<file path="src/rtl/bf_pkg.sv">
// Shared constants and the default data word for the bf_* pipeline buffer family.
// Latency: none (declarations only); backpressure: not applicable.
package bf_pkg;

  localparam int BF_DEFAULT_WIDTH = 32;

  typedef logic [BF_DEFAULT_WIDTH-1:0] bf_word_t;

endpackage : bf_pkg

</file>
<file path="src/rtl/bf_stage.sv">
// Single WIDTH-bit pipeline flop with sync reset, sync flush and load enable.
// Latency: 1 enabled cycle; backpressure: EN low holds the stored word.
module bf_stage
  import bf_pkg::*;
#(
  parameter int                 WIDTH       = BF_DEFAULT_WIDTH,
  parameter logic [WIDTH-1:0]   RESET_VALUE = '0
) (
  input  logic             CLK,
  input  logic             RST,
  input  logic             CLR,
  input  logic             EN,
  input  logic [WIDTH-1:0] D,
  output logic [WIDTH-1:0] Q
);

  logic [WIDTH-1:0] data_d;
  logic [WIDTH-1:0] data_q;

  // Flush outranks load; RST is handled in the flop so it wins over both.
  always_comb begin
    data_d = data_q;
    if (CLR) begin
      data_d = RESET_VALUE;
    end else if (EN) begin
      data_d = D;
    end
  end

  always_ff @(posedge CLK) begin
    if (RST) begin
      data_q <= RESET_VALUE;
    end else begin
      data_q <= data_d;
    end
  end

  assign Q = data_q;

endmodule : bf_stage

</file>
<file path="src/rtl/bf_pipe_reg.sv">
// Generic pipeline buffer: STAGES chained bf_stage flops, bit-exact transfer.
// Latency: STAGES enabled cycles; backpressure: EN low freezes the whole chain.
module bf_pipe_reg
  import bf_pkg::*;
#(
  parameter int               WIDTH       = BF_DEFAULT_WIDTH,
  parameter int               STAGES      = 1,
  parameter logic [WIDTH-1:0] RESET_VALUE = '0
) (
  input  logic             CLK,
  input  logic             RST,
  input  logic             EN,
  input  logic             CLR,
  input  logic [WIDTH-1:0] IN,
  output logic [WIDTH-1:0] OUT
);

  if (WIDTH < 1 || STAGES < 1) begin : g_bad_cfg
    $fatal(1, "bf_pipe_reg: WIDTH and STAGES must both be >= 1");
  end

  // chain[i] feeds stage i; chain[STAGES] is the last stage's output.
  logic [WIDTH-1:0] chain [STAGES+1];

  assign chain[0] = IN;

  for (genvar g = 0; g < STAGES; g++) begin : g_stage
    bf_stage #(
      .WIDTH       (WIDTH),
      .RESET_VALUE (RESET_VALUE)
    ) u_stage (
      .CLK (CLK),
      .RST (RST),
      .CLR (CLR),
      .EN  (EN),
      .D   (chain[g]),
      .Q   (chain[g+1])
    );
  end

  assign OUT = chain[STAGES];

  a_hold_stable : assert property (@(posedge CLK) (!RST && !CLR && !EN) |=> $stable(OUT))
    else $error("bf_pipe_reg: OUT changed while EN was low");

  a_reset_value : assert property (@(posedge CLK) RST |=> (OUT == RESET_VALUE))
    else $error("bf_pipe_reg: OUT not RESET_VALUE after RST");

endmodule : bf_pipe_reg

</file>
<file path="config.mk">
export PLATFORM = sky130hd
export DESIGN_NAME = bf_pipe_reg
export DESIGN_NICKNAME = d
export VERILOG_FILES = /design/src/rtl/bf_pkg.sv /design/src/rtl/bf_stage.sv /design/src/rtl/bf_pipe_reg.sv
export SDC_FILE = /design/constraint.sdc
export NUM_CORES = 1
export LEC_CHECK = 0
export CORE_UTILIZATION = 39
export DETAILED_ROUTE_END_ITERATION = 16
export PLACE_DENSITY_LB_ADDON = 0.2
export SETUP_SLACK_MARGIN = 0.3
export SLEW_MARGIN = 20
export SYNTH_ARGS = -nofsm -noshare
export SYNTH_HDL_FRONTEND = slang
export SYNTH_HIERARCHICAL = 1
export SYNTH_SLANG_ARGS = --single-unit
</file>
<file path="constraint.sdc">
create_clock -name CLK -period 2.1 [get_ports CLK]
set_clock_uncertainty 0.15 [all_clocks]
set_input_delay 0.315 -clock CLK [delete_from_list [all_inputs] [get_ports CLK]]
set_output_delay 0.315 -clock CLK [all_outputs]
set_load 0.05 [all_outputs]
</file>
# Word-level counts from Yosys, hierarchy flattened
# Cells that the tools add are included.
dict set report totals {
  register_bits 32
  output_inout_bits 32
}
dict set report classes {
  n_reduce_logical 1
}
# operator count
set op_table {}
lappend op_table {{$reduce_or A2 Y1} 1}

# Depth between registers and ports, before layout
dict set report logic_depth {
  ltp_word 1
  mapped_depth 4
  ltp_nobuf 2
}

# Worst setup path before layout
# No wires, ideal clock.
dict set report synth_timing {
  kind {input port to flip-flop}
  from {in EN}
  to {reg g_stage[0].u_stage.data_q[0]}
  setup_ns 0.116
  arrival_time_ns 0.845
  setup_slack_ns 0.989
  stages 4
  path_buffers 2
  cell_sequence {buf_4 > buf_4 > mux2i_1 > nor2_1}
}
# element line
set synth_rtl {}
lappend synth_rtl {{start, declared} bf_pipe_reg.sv:12} ;# input logic EN,
lappend synth_rtl {{end signal, assigned} bf_stage.sv:34} ;# data_q <= data_d;
lappend synth_rtl {{end, declared} bf_stage.sv:18} ;# logic [WIDTH-1:0] data_q;

# Final worst setup path
dict set report layout_timing {
  from {reg g_stage[0].u_stage.data_q[12]}
  to {out OUT[12]}
}
# element line
set layout_rtl {}
lappend layout_rtl {{end, declared} bf_pipe_reg.sv:15} ;# output logic [WIDTH-1:0] OUT
# No word-level cell between the ends.

==> metrics.yaml <==
outcome:
  status: "completed"
routing:
  avgViaCountPerCell: 4.72
  drt_wl_total_mm: 2.62
  vias: 968
  wl_per_cell_um: 12.8
  firstDrtPassIters: 4
  antenna_left: 0
  drt_iter0_drc: 31
  drc: 0
sta:
  fin_crit_ps: 1670
  relSlewSlack: 0.664
  setup_violations: 0
  fmax_mhz: 599
  hold_viol_final: 0
  drv_slew: 0
  finalSetupTns_ps: 0
  rsz0062_at_grt: "false"
  fin_crit_sh: 0.795
  worst_pin_slew_ps: 505
clock_tree:
  postCtsSetupBuffers: 0
  clk_pin_slew_ps: 90
  cts_buffers: 5
  cts_max_level: 2
  cts_hold_buf: 0
  ctsResizeCount: 32
  clk_latency_ps: 320
  cts.sinks: 32
  clock_tree.root_cell: "clkbuf_4"
  cts_tree: "yes"
  cts_buffer_depth: 2
synthesis:
  synth_cells: 105
  synth_top_area_frac: 0.554
  postSynthAreaPerCell_um2: 11.0
  ys_ff_latch: 32
  synth_top_area_cell: "dfxtp_1"
  netlist_area_mm2: 0.00116
  yosysSeqAreaShare: 0.554
  synth.distinct_cells: 7
  synth_nets: 141
  yosys_warnings: 6
  synth.area.top_cells: "dfxtp_1 (55%), mux2i_1 (28%), nor2_1 (10%)"
critical_path:
  crit_slowest_cell: "dlygate4sd2_1"
  cp-end-kind: "output pin"
  worstSetupPathType: "flip-flop to output pin"
  required_ps: 1630
  cp_cell_sequence: "dlygate4sd2_1"
  cp_max_fo: 2
  cp.arrival_ps: 1200
  path_buf_inv: 1
  cp-start-kind: "flip-flop"
  cp_top_family: "buffers and inverters"
  critPathMaxStageDelay_ps: 540
cells_and_area:
  fin_cells: 205
  drive_gt1_frac: 0.0517
  layout.area.seq_um2: 641
  multi_input_area_um2: 447
  n_antenna_cell: 0
  nets: 209
  largest_reg_flops: 32
  synthToLayoutAreaGrowth_pct: 59.0
  layout_commonest_cell: "clkdlybuf4s50_1"
  layout_common_cells: "clkdlybuf4s50_1 (34), dfxtp_1 (32), mux2i_1 (32), nor2_1 (32), dlygate4sd2_1 (32)"
  layout.filler_cells: 246
global_route:
  grt_overflow: 0
  grt_first_pass_wirelength_mm: 4.48
  grtUsageTotal: 0.182
  grt_max_degree: 33
  antenna_found_initial: 0
  grt_pass1_vias: 1015
die:
  core_area_mm2: 0.00278
  dieArea_mm2: 0.00319
  die_w_um: 56.4
  start_util: 0.416
  io_pins: 68
  placementRows: 19
  die_h_um: 56.4
power_and_ir_drop:
  powerDensity_mw_per_mm2: 666
  peakVddDrop_mv: 0.599
  leakagePower_nw: 0.925
hold_path:
  hold_class: "flip-flop to flip-flop"
place:
  hpwl_mm: 1.93
  routabilityCongestion: 0.633
  dp.cells: 197
  io_buffer_count: 67
run:
  drv_cap: 0
==> stage by stage <==
| step | utilization | power [mW] | cell area (µm²) | setup WS (ps) | hold WS [ps] |
|---|---|---|---|---|---|
| 2_1_floorplan | - | 0.792 | 1160 | 989 | 312 |
| 3_3_place_gp | 0.654 | 0.895 | 1820 | 514 | 320 |
| 3_5_place_dp | 0.654 | 0.900 | 1820 | 493 | 336 |
| 4_1_cts | 0.661 | 1.24 | 1840 | 406 | 352 |
| 5_1_grt | 0.661 | 1.29 | 1840 | 348 | 384 |
| 6_report | 0.661 | 1.22 | 1840 | 431 | 348 |
==> Yosys cell counts <==
| cell | number |
|---|---|
| buf_4 | 4 |
| clkbuf_2 | 1 |
| mux2i_1 | 32 |
| nor2_1 | 32 |
| buf_6 | 3 |
| or2_1 | 1 |
| dfxtp_1 | 32 |
==> routing by layer <==
metal,part of all wire,global-route usage,up-vias
met4,0.018,0.0836,0
met1,0.41,0.201,441
met3,0.065,0.0576,7
met2,0.51,0.316,39
met5,0,0,-
li1,-,-,481
==> path summary, 6_finish.rpt <==
check	from	to	slack, ps	cells past startpoint
worst max-delay path	g_stage[0].u_stage/Q[12]	OUT[12]	430	1
worst min-delay path	g_stage[0].u_stage/Q[3]	g_stage[0].u_stage/Q[3]	350	2
worst max register to register	g_stage[0].u_stage/Q[0]	g_stage[0].u_stage/Q[0]	1300	2
worst min register to register	g_stage[0].u_stage/Q[3]	g_stage[0].u_stage/Q[3]	350	2
==> power breakdown <==
| group | internal, mW | switching [mW] | total (mW) | leakage, nW |
|---|---|---|---|---|
| logic | 0.109 | 0.126 | 0.235 | 0.631 |
| clock network | 0.165 | 0.189 | 0.355 | 0.0326 |
| registers | 0.626 | 0.00894 | 0.635 | 0.261 |
| total | 0.901 | 0.324 | 1.22 | 0.925 |
==> layout make-up <==
type	instances	area share
Clock buffer	8	0.0320
Multi-Input combinational cell	65	0.243
Sequential cell	32	0.349
Tap cell	31	0.0211
Timing Repair Buffer	69	0.355
==> worst reg2reg max path, cell delays in order, from the launching register on <==
cell     delay, ps
dfxtp_1        320
mux2i_1        140
nor2_1          70
==> kinds of logic after synthesis <==
kind of cell           synth area share
flip-flops                        0.554
AND/OR/NAND/NOR                   0.109
multiplexers                      0.277
buffers and inverters            0.0595
Note: power is estimated with default switching activity, not from simulation.
